File: src/rtl/vr_log_pkg.sv
// Shared types and sizing for the log-memory write controller.
// Geometry of the circular log and the per-entry line budget live here.
package vr_log_pkg;

   localparam int LOG_DATA_W      = 512;
   localparam int LOG_DEPTH_LOG2  = 10;
   localparam int LOG_DEPTH       = 1 << LOG_DEPTH_LOG2;
   localparam int ENTRY_MAX_LINES = 8;
   localparam int CNT_W           = $clog2(ENTRY_MAX_LINES + 1);

   typedef logic [LOG_DEPTH_LOG2-1:0] log_addr_t;
   typedef logic [LOG_DEPTH_LOG2:0]   log_occ_t;
   typedef logic [CNT_W-1:0]          log_cnt_t;

   typedef struct packed {
      log_addr_t addr;
      log_cnt_t  lines;
   } entry_done_t;

   typedef enum logic [0:0] {
      ST_IDLE  = 1'b0,
      ST_WRITE = 1'b1
   } wr_state_t;

   // True when the free lines can absorb one maximum-size entry.
   function automatic logic occ_has_space(input log_occ_t occ);
      return (log_occ_t'(LOG_DEPTH) - occ) >= log_occ_t'(ENTRY_MAX_LINES);
   endfunction

endpackage

File: src/rtl/vr_log_occ_tracker.sv
// Occupancy of the circular log: +1 per written line, minus reclaimed lines.
// Over-reclaim clamps to empty and reports an underflow pulse.
module vr_log_occ_tracker
   import vr_log_pkg::*;
(
   input  logic                    clk,
   input  logic                    rst,
   input  logic                    inc,
   input  logic                    reclaim_val,
   input  logic [LOG_DEPTH_LOG2:0] reclaim_lines,
   output logic                    full,
   output logic                    has_space,
   output logic                    underflow
);

   log_occ_t occ_reg;
   log_occ_t occ_sum;
   log_occ_t occ_next;
   logic     has_space_reg;
   logic     underflow_next;

   always_comb begin
      occ_sum        = occ_reg + log_occ_t'(inc);
      occ_next       = occ_sum;
      underflow_next = 1'b0;
      if (reclaim_val) begin
         if (reclaim_lines > occ_sum) begin
            occ_next       = '0;
            underflow_next = 1'b1;
         end else begin
            occ_next = occ_sum - reclaim_lines;
         end
      end
   end

   // has_space is registered alongside occ so it always reflects the stored count.
   always_ff @(posedge clk) begin
      if (rst) begin
         occ_reg       <= '0;
         has_space_reg <= 1'b0;
      end else begin
         occ_reg       <= occ_next;
         has_space_reg <= occ_has_space(occ_next);
      end
   end

   assign full      = (occ_reg == log_occ_t'(LOG_DEPTH));
   assign has_space = has_space_reg;
   assign underflow = underflow_next;

endmodule

File: src/rtl/vr_log_mem_wr_ctrl.sv
// Assigns circular log addresses to entry beats, drives a one-slot registered
// memory write port, and reports each completed entry's start and length.
module vr_log_mem_wr_ctrl
   import vr_log_pkg::*;
#(
   parameter int DATA_W = LOG_DATA_W
) (
   input  logic                      clk,
   input  logic                      rst,
   input  logic                      prep_log_mem_wr_val,
   input  logic [DATA_W-1:0]         prep_log_mem_wr_data,
   input  logic                      prep_log_mem_wr_last,
   output logic                      log_mem_prep_wr_rdy,
   output logic                      datap_ctrl_log_has_space,
   output logic                      log_mem_wr_req_val,
   output logic [LOG_DEPTH_LOG2-1:0] log_mem_wr_req_addr,
   output logic [DATA_W-1:0]         log_mem_wr_req_data,
   input  logic                      log_mem_wr_req_rdy,
   input  logic                      reclaim_val,
   input  logic [LOG_DEPTH_LOG2:0]   reclaim_lines,
   output logic                      entry_done_val,
   output logic [LOG_DEPTH_LOG2-1:0] entry_done_addr,
   output logic [CNT_W-1:0]          entry_done_lines,
   output logic                      wr_err
);

   wr_state_t         state_reg;
   log_addr_t         wr_ptr_reg;
   log_addr_t         start_addr_reg;
   log_cnt_t          line_cnt_reg;
   log_cnt_t          line_cnt_next;

   logic              slot_val_reg;
   log_addr_t         slot_addr_reg;
   logic [DATA_W-1:0] slot_data_reg;

   logic              pend_val_reg;
   entry_done_t       pend_reg;
   entry_done_t       pend_next;
   logic              done_val_reg;
   entry_done_t       done_reg;
   logic              err_reg;

   logic              accept;
   logic              first_beat;
   logic              over_max;
   logic              do_write;
   logic              beat_err;
   logic              occ_full;
   logic              occ_underflow;
   logic              occ_has_space_w;

   assign log_mem_prep_wr_rdy = !slot_val_reg || log_mem_wr_req_rdy;
   assign accept     = prep_log_mem_wr_val && log_mem_prep_wr_rdy;
   assign first_beat = (state_reg == ST_IDLE);
   // Once the line budget is used up, further beats are swallowed without a write.
   assign over_max   = !first_beat && (line_cnt_reg == log_cnt_t'(ENTRY_MAX_LINES));
   assign do_write   = accept && !over_max && !occ_full;
   assign beat_err   = accept && (over_max || occ_full);

   always_comb begin
      line_cnt_next = line_cnt_reg;
      if (accept) begin
         if (first_beat) begin
            line_cnt_next = do_write ? log_cnt_t'(1) : '0;
         end else if (do_write) begin
            line_cnt_next = line_cnt_reg + log_cnt_t'(1);
         end
      end
      pend_next.addr  = first_beat ? wr_ptr_reg : start_addr_reg;
      pend_next.lines = line_cnt_next;
   end

   vr_log_occ_tracker u_occ (
      .clk           (clk),
      .rst           (rst),
      .inc           (do_write),
      .reclaim_val   (reclaim_val),
      .reclaim_lines (reclaim_lines),
      .full          (occ_full),
      .has_space     (occ_has_space_w),
      .underflow     (occ_underflow)
   );

   always_ff @(posedge clk) begin
      if (rst) begin
         state_reg      <= ST_IDLE;
         wr_ptr_reg     <= '0;
         start_addr_reg <= '0;
         line_cnt_reg   <= '0;
         slot_val_reg   <= 1'b0;
         slot_addr_reg  <= '0;
         slot_data_reg  <= '0;
         pend_val_reg   <= 1'b0;
         pend_reg       <= '0;
         done_val_reg   <= 1'b0;
         done_reg       <= '0;
         err_reg        <= 1'b0;
      end else begin
         if (do_write) begin
            slot_val_reg  <= 1'b1;
            slot_addr_reg <= wr_ptr_reg;
            slot_data_reg <= prep_log_mem_wr_data;
            wr_ptr_reg    <= wr_ptr_reg + log_addr_t'(1);
         end else if (log_mem_wr_req_rdy) begin
            slot_val_reg  <= 1'b0;
         end

         // Completion is reported one cycle after the last beat is loaded.
         done_val_reg <= pend_val_reg;
         if (pend_val_reg) begin
            done_reg <= pend_reg;
         end
         pend_val_reg <= 1'b0;

         if (accept) begin
            line_cnt_reg <= line_cnt_next;
            if (first_beat) begin
               start_addr_reg <= wr_ptr_reg;
            end
            if (prep_log_mem_wr_last) begin
               state_reg    <= ST_IDLE;
               pend_val_reg <= 1'b1;
               pend_reg     <= pend_next;
            end else begin
               state_reg    <= ST_WRITE;
            end
         end

         if (beat_err || occ_underflow) begin
            err_reg <= 1'b1;
         end
      end
   end

   assign datap_ctrl_log_has_space = occ_has_space_w;
   assign log_mem_wr_req_val       = slot_val_reg;
   assign log_mem_wr_req_addr      = slot_addr_reg;
   assign log_mem_wr_req_data      = slot_data_reg;
   assign entry_done_val           = done_val_reg;
   assign entry_done_addr          = done_reg.addr;
   assign entry_done_lines         = done_reg.lines;
   assign wr_err                   = err_reg;

endmodule

File: config.mk
export PLATFORM = sky130hd
export DESIGN_NAME = vr_log_mem_wr_ctrl
export DESIGN_NICKNAME = d
export VERILOG_FILES = /design/src/rtl/vr_log_pkg.sv /design/src/rtl/vr_log_occ_tracker.sv /design/src/rtl/vr_log_mem_wr_ctrl.sv
export SDC_FILE = /design/constraint.sdc
export NUM_CORES = 1
export LEC_CHECK = 0
export ABC_AREA = 1
export BUFFER_PORTS_ARGS = -buffer_cell sky130_fd_sc_hd__buf_2
export CAP_MARGIN = 40
export CORE_AREA = 2 2 417 419
export DETAILED_ROUTE_END_ITERATION = 8
export DIE_AREA = 0 0 419 421
export PLACE_DENSITY = 0.4
export SETUP_SLACK_MARGIN = 0.5
export SYNTH_ARGS = -nofsm -noshare
export SYNTH_HDL_FRONTEND = slang
export SYNTH_SLANG_ARGS = --single-unit
File: constraint.sdc
create_clock -name clk -period 6.2 [get_ports clk]
set_input_delay 0.31 -clock clk [delete_from_list [all_inputs] [get_ports clk]]
set_output_delay 0.31 -clock clk [all_outputs]
set_load 0.1 [all_outputs]
Word-level counts from Yosys, hierarchy flattened
Cells that the tools add are included.
Widths: inputs -> output; s select.
{ "word_totals": {"ff_bits": 591, "output_inout_bits": 541, "wordCells": 52} }
{ "op_classes": {"n_addsub": 5, "n_lt_le_gt_ge": 2, "eq_ne": 2, "mux": 12, "bitwise": 1, "n_reduce_logical": 14} }
{ "op_table": {"columns": ["operator", "count"], "rows": [
  ["$mux 11", 2],
  ["$add 11x1->11", 1],
  ["$eq 11x11->1 const B", 1],
  ["$ge 11x4->1 const B", 1],
  ["$gt 11x11->1", 1],
  ["$sub 11x11->11", 1],
  ["$sub 11x11->11 const A", 1],
  ["$add 10x1->10 const B", 1],
  ["$mux 10", 1],
  ["$mux 4", 2],
  ["$mux 1", 7],
  ["$logic_and 1x1->1", 5],
  ["$add 4x1->4 const B", 1],
  ["$eq 4x4->1 const B", 1],
  ["$logic_not 1->1", 3],
  ["$logic_or 1x1->1", 3],
  ["$reduce_and 2->1", 1],
  ["$reduce_bool 2->1", 1],
  ["$reduce_or 2->1", 1],
  ["$not 1->1", 1]
]} }

Longest topological paths before layout
{ "depth": {"word_depth": 11, "ltp_mapped": 32} }

Hierarchy
Synthesis repeated with hierarchy kept, for this count alone.
{ "hier_totals": {"cells_unflattened": 2833, "hier_area_um2": 21971.1} }
{ "by_module_without_submodules": {"columns": ["mod", "instances", "cells_each", "area_per_inst_um2", "seq_area_each_um2"], "rows": [
  ["vr_log_mem_wr_ctrl", 1, 2567, 20393.3, 11591.1],
  ["vr_log_occ_tracker", 1, 266, 1577.8, 240.2]
]} }

Worst setup path after synthesis
No wires, ideal clock.
{ "synth_timing": {"path_type": "reg2reg", "startpoint": "reg slot_val_reg (netlist: log_mem_wr_req_val)", "endpoint": "reg u_occ.has_space_reg (netlist: u_occ.has_space)", "arrival_ns": 4.609, "required_ns": 6.133, "setup_slack_ns": 1.524, "stages_incl_launch_ff": 28, "path_buffers": 2, "synth_period_minus_slack_ns": 4.676, "path_cell_list": "dfxtp_1 > nand2_2 > nand2_2 > inv_2 > nand3_4 > inv_2 > buf_2 > buf_2 > ha_1 > ha_1 > nand2_1 > nor2_1 > nand3_1 > xor2_1 > inv_1 > ha_1 > nand2_1 > nand2_1 > a21oi_4 > nand3_4 > nand2_4 > nor2_1 > nor2_1 > and2_1 > nand3_2 > nand2_1 > nand2_1 > a21oi_2"} }
{ "synth_via": {"elab_chain_cells": 11, "elab_cells_between_ends": 12, "classes_between": "3 x add/sub; 2 x order compare; 2 x mux; 5 x reduce/logical"} }
{ "synth_rtl": {"columns": ["item", "line", "rtl"], "rows": [
  ["from (decl)", "vr_log_mem_wr_ctrl.sv:33", "logic slot_val_reg;"],
  ["from (signal assigned)", "vr_log_mem_wr_ctrl.sv:91", "slot_val_reg <= 1'b0;"],
  ["from (signal assigned)", "vr_log_mem_wr_ctrl.sv:101", "slot_val_reg <= 1'b1;"],
  ["from (signal assigned)", "vr_log_mem_wr_ctrl.sv:106", "slot_val_reg <= 1'b0;"],
  ["$logic_not 1->1 (*)", "vr_log_mem_wr_ctrl.sv:53", "assign log_mem_prep_wr_rdy = !slot_val_reg || log_mem_wr_req_rdy;"],
  ["$logic_or 1x1->1 (*)", "vr_log_mem_wr_ctrl.sv:53", null],
  ["via log_mem_prep_wr_rdy", "vr_log_mem_wr_ctrl.sv:13", "output logic log_mem_prep_wr_rdy,"],
  ["$logic_and 1x1->1 (*)", "vr_log_mem_wr_ctrl.sv:54", "assign accept = prep_log_mem_wr_val && log_mem_prep_wr_rdy;"],
  ["$logic_and 1x1->1 (*) (2 in a row)", "vr_log_mem_wr_ctrl.sv:58", "assign do_write = accept && !over_max && !occ_full;"],
  ["via do_write", "vr_log_mem_wr_ctrl.sv:47", "logic do_write;"],
  ["$add 11x1->11 (*)", "vr_log_occ_tracker.sv:23", "occ_sum = occ_reg + log_occ_t'(inc);"],
  ["$sub 11x11->11 or $gt 11x11->1 (tied branches)", "vr_log_occ_tracker.sv:31, vr_log_occ_tracker.sv:27", null],
  ["$mux 11", "vr_log_occ_tracker.sv:27", "if (reclaim_lines > occ_sum) begin"],
  ["$mux 11 (*)", "vr_log_occ_tracker.sv:26", "if (reclaim_val) begin"],
  ["$sub 11x11->11 (*)", "vr_log_pkg.sv:27", "return (log_occ_t'(LOG_DEPTH) - occ) >= log_occ_t'(ENTRY_MAX_LINES);"],
  ["$ge 11x4->1 (*)", "vr_log_pkg.sv:27", null],
  ["to (signal assigned)", "vr_log_occ_tracker.sv:43", "has_space_reg <= occ_has_space(occ_next);"],
  ["to (decl)", "vr_log_occ_tracker.sv:19", "logic has_space_reg;"]
]} }
The timed path passes the listed nets; every way through them passes the cells marked *.
A chain may end at the register's enable or synchronous reset.

Final worst setup path
{ "layout_timing": {"startpoint": "reg slot_val_reg (netlist: log_mem_wr_req_val)", "endpoint": "reg u_occ.has_space_reg (netlist: u_occ.has_space)"} }
{ "layout_via": {"elab_chain_cells": 11, "elab_cells_between_ends": 12, "classes_between": "3 x add/sub; 2 x order compare; 2 x mux; 5 x reduce/logical"} }
{ "layout_rtl": {"columns": ["item", "line"], "rows": [
  ["$logic_not 1->1 (*)", "vr_log_mem_wr_ctrl.sv:53"],
  ["$logic_or 1x1->1 (*)", "vr_log_mem_wr_ctrl.sv:53"],
  ["$logic_and 1x1->1 (*)", "vr_log_mem_wr_ctrl.sv:54"],
  ["$logic_and 1x1->1 (*) (2 in a row)", "vr_log_mem_wr_ctrl.sv:58"],
  ["$add 11x1->11 (*)", "vr_log_occ_tracker.sv:23"],
  ["$sub 11x11->11 or $gt 11x11->1 (tied branches)", "vr_log_occ_tracker.sv:31, vr_log_occ_tracker.sv:27"],
  ["$mux 11", "vr_log_occ_tracker.sv:27"],
  ["$mux 11 (*)", "vr_log_occ_tracker.sv:26"],
  ["$sub 11x11->11 (*)", "vr_log_pkg.sv:27"],
  ["$ge 11x4->1 (*)", "vr_log_pkg.sv:27"]
]} }
Every way passes the cells marked *; elsewhere a longest branch is shown, timed or not.

==> impl_metrics.tcl <==
set metrics [dict create \
    cp_max_fo 87 \
    holdCritStartpoint "prep_log_mem_wr_data[308]" \
    setup_viol 0 \
    io_pins 1070 \
    synthesis.nets 3330 \
    ys_seq_elements 591 \
    grt_max_degree 190 \
    fillerInstances 19440 \
    startpoint_type "flip-flop" \
    grt_pass1_wl_um 155900 \
    power_density_nw_per_um2 346.6 \
    synthToLayoutAreaGrowth_pct 70.27 \
    antenna_found_initial 8 \
    postRouteAntennaNets 0 \
    path_class "flip-flop to flip-flop" \
    start_util 0.1248 \
    port_buffers 1069 \
    status "complete, no violations" \
    end_kind "flip-flop" \
    drt_iter0_drc 1301 \
    grt-ovfl-total 0 \
    r2r_slack_ns 1.76 \
    cts.htree.levels 3 \
    wl_um 108300 \
    cap_violations 0 \
    design_area_um2 36650 \
    layout_min_cycle_time_ns 4.438 \
    hp-class "input port to flip-flop" \
    dr.pass1.iters 5 \
    avgSynthCellArea_um2 7.734 \
    drc 0 \
    cp.arrival_ns 4.97 \
    fin_crit_sh 0.7158 \
    synthCells 2783 \
    holdPathStages 3 \
    clkLatencyLatePin_ns 0.68 \
    rsz0062_at_grt "no" \
    cts_tree "done" \
    clkTransAtPathRegs_ns 0.06 \
    clkSinkCount 591 \
    worst_pin_slew_ns 1.218 \
    hpwl_um 80550 \
    ir_drop_mv 0.2019 \
    core_um2 172500 \
    hold_end "log_mem_wr_req_data[308]" \
    via_per_inst 3.578 \
    final.setup.tns_ns 0 \
    die_y_um 421 \
    num_vias 23770 \
    track_usage 0.1182 \
    max_clock_freq_mhz 225.3 \
    post-cts-setup-buffer-count 0 \
    wl_per_cell_um 16.31 \
    drive_gt1_frac 0.2871 \
    synth_top_area_cell "dfxtp_1" \
    cp.required_ns 6.73 \
    syn-cell-area_um2 21520 \
    grt_pass1_vias 23640 \
    pre_cts_ws_ns 1.593 \
    slew_headroom 0.1883 \
    hold_viol_final 0 \
    skew_ns 0.02688 \
    p_leak_nw 17.03 \
    synth.distinct_cells 45 \
    drv_slew 0 \
    cts.path.max_buffers 3 \
    dpl_cell_area_um2 29160 \
    fin_nets 4804 \
    reg2reg_to "u_occ.has_space" \
    die_x_um 419 \
    cts_buffers 77 \
    r2r_cells 24 \
    largest_reg_flops 512 \
    p_total_w 0.01270 \
    dp_cells 6014 \
    place_congestion 0.8837 \
    yosysSeqAreaShare 0.5497 \
    r2r-start "log_mem_wr_req_val" \
    fin_cells 6642 \
    cts_resized 0 \
    ys_warn_count 0 \
    synth_area_leaders "dfxtp_1 (55%), nor2_1 (19%), o21ai_0 (11%)" \
    fin_ws_ns 1.762 \
    die-area_um2 176400 \
    synth_top_area_frac 0.5497 \
    cts_root_buf "clkbuf_16" \
    rows 153 \
]
-- final cells by class --
type | count | area (um2) | area share
clock inverter | 20 | 315.3 | 0.008604
tap | 2325 | 2909 | 0.07938
clock buffer | 114 | 2270 | 0.06193
antenna | 5 | 12.51 | 0.0003414
multi-input combinational | 1929 | 8504 | 0.2321
sequential | 591 | 11830 | 0.3228
timing repair buffer | 1586 | 10520 | 0.2871
inverter | 72 | 285.3 | 0.007784
-- logic make-up after synthesis --
family	after synthesis	share of synthesized area
AO/OA/AOI/OAI	618	0.1470
XOR/XNOR	9	0.003663
adder cells (fa/ha/maj)	18	0.01081
buffers and inverters	263	0.05517
flip-flops	591	0.5497
multiplexers	2	0.0009302
AND/OR/NAND/NOR	1282	0.2327
-- cells in the mapped netlist (all sizes together) --
cell type     n
nor3b         4
a21oi        28
clkbuf      116
a22oi         2
nor4          2
fa            1
mux2i         2
nor2       1119
dfxtp       591
a221oi        1
nand4         3
nand3        36
a211oi       11
a21boi        1
xnor2         1
nand3b        4
ha           17
nand2       105
or2           2
and2          1
buf          75
xor2          8
o31a          1
inv          70
o21bai        2
o21ai       570
nor3          6
clkinv        2
a21o          2
-- what timing repair did --
item / in CTS / in global routing
setup endpoints to repair: 0 / 0
hold buffers: 489 / 0
endpoints found under the hold margin: 490 / 0
-- worst max-delay path by stage --
stage                            start         endpoint
finish              log_mem_wr_req_val  u_occ.has_space
global route        log_mem_wr_req_val  u_occ.has_space
CTS                 log_mem_wr_req_val  u_occ.has_space
detailed placement  log_mem_wr_req_rdy  u_occ.has_space
global placement    log_mem_wr_req_rdy  u_occ.has_space
floorplan           log_mem_wr_req_val  u_occ.has_space
-- worst max-delay path, cell delays in order, from the launching register on --
cell and delay, ns:
dfxtp_1 0.31, nand2_2 0.09, nand2_2 0.10, inv_2 0.35, nand3_4 0.16, inv_8 0.45, ha_1 0.33, ha_1 0.21
nand2_1 0.07, nor2_1 0.18, nand3_1 0.11, xor2_1 0.22, inv_1 0.07, ha_1 0.34, nand2_1 0.09, nand2_1 0.10
a21oi_4 0.16, nand3_4 0.13, nand2_4 0.14, nor2_1 0.05, nor2_1 0.19, and2_1 0.18, nand3_2 0.09, nand2_1 0.09
a21oi_2 0.05
-- power breakdown --
part | switching [W] | internal (W)
Sequential | 0.000181 | 0.00412
Clock | 0.00182 | 0.00282
Combinational | 0.00302 | 0.000749
-- through the flow --
step	hold slack, ns	util
2_1_floorplan	0.4383	-
3_3_place_gp	0.4581	0.1686
3_5_place_dp	0.4641	0.1690
4_1_cts	0.003397	0.2124
5_1_grt	0.04025	0.2125
6_report	0.07651	0.2125
-- per-layer routing --
layer  global-route usage  vias to the layer above  wire length (um)  share of wire
li1                     -                    11890                 -              -
met4              0.06841                        0              5730          0.053
met2               0.2003                      786             52040           0.48
met3              0.02800                      177              6522          0.060
met5                    0                        -                 0              0
met1               0.1350                    10910             44060           0.41
-- cells in the final DEF, fill, tap and decap left out, types with 4 or more instances in the layout --
cell	n
a211oi_1	11
a21oi_1	25
buf_2	1074
buf_4	18
bufinv_16	7
clkbuf_1	20
clkbuf_16	80
clkbuf_8	14
clkinv_2	7
dfxtp_1	591
diode_2	5
dlygate4sd3_1	489
ha_1	17
inv_1	66
nand2_1	98
nand2_2	6
nand3_1	31
nand3b_1	4
nor2_1	1115
nor3_1	4
nor3b_1	4
o21ai_0	492
o21ai_1	78
xor2_1	8
(Power assumes the default switching activity.)
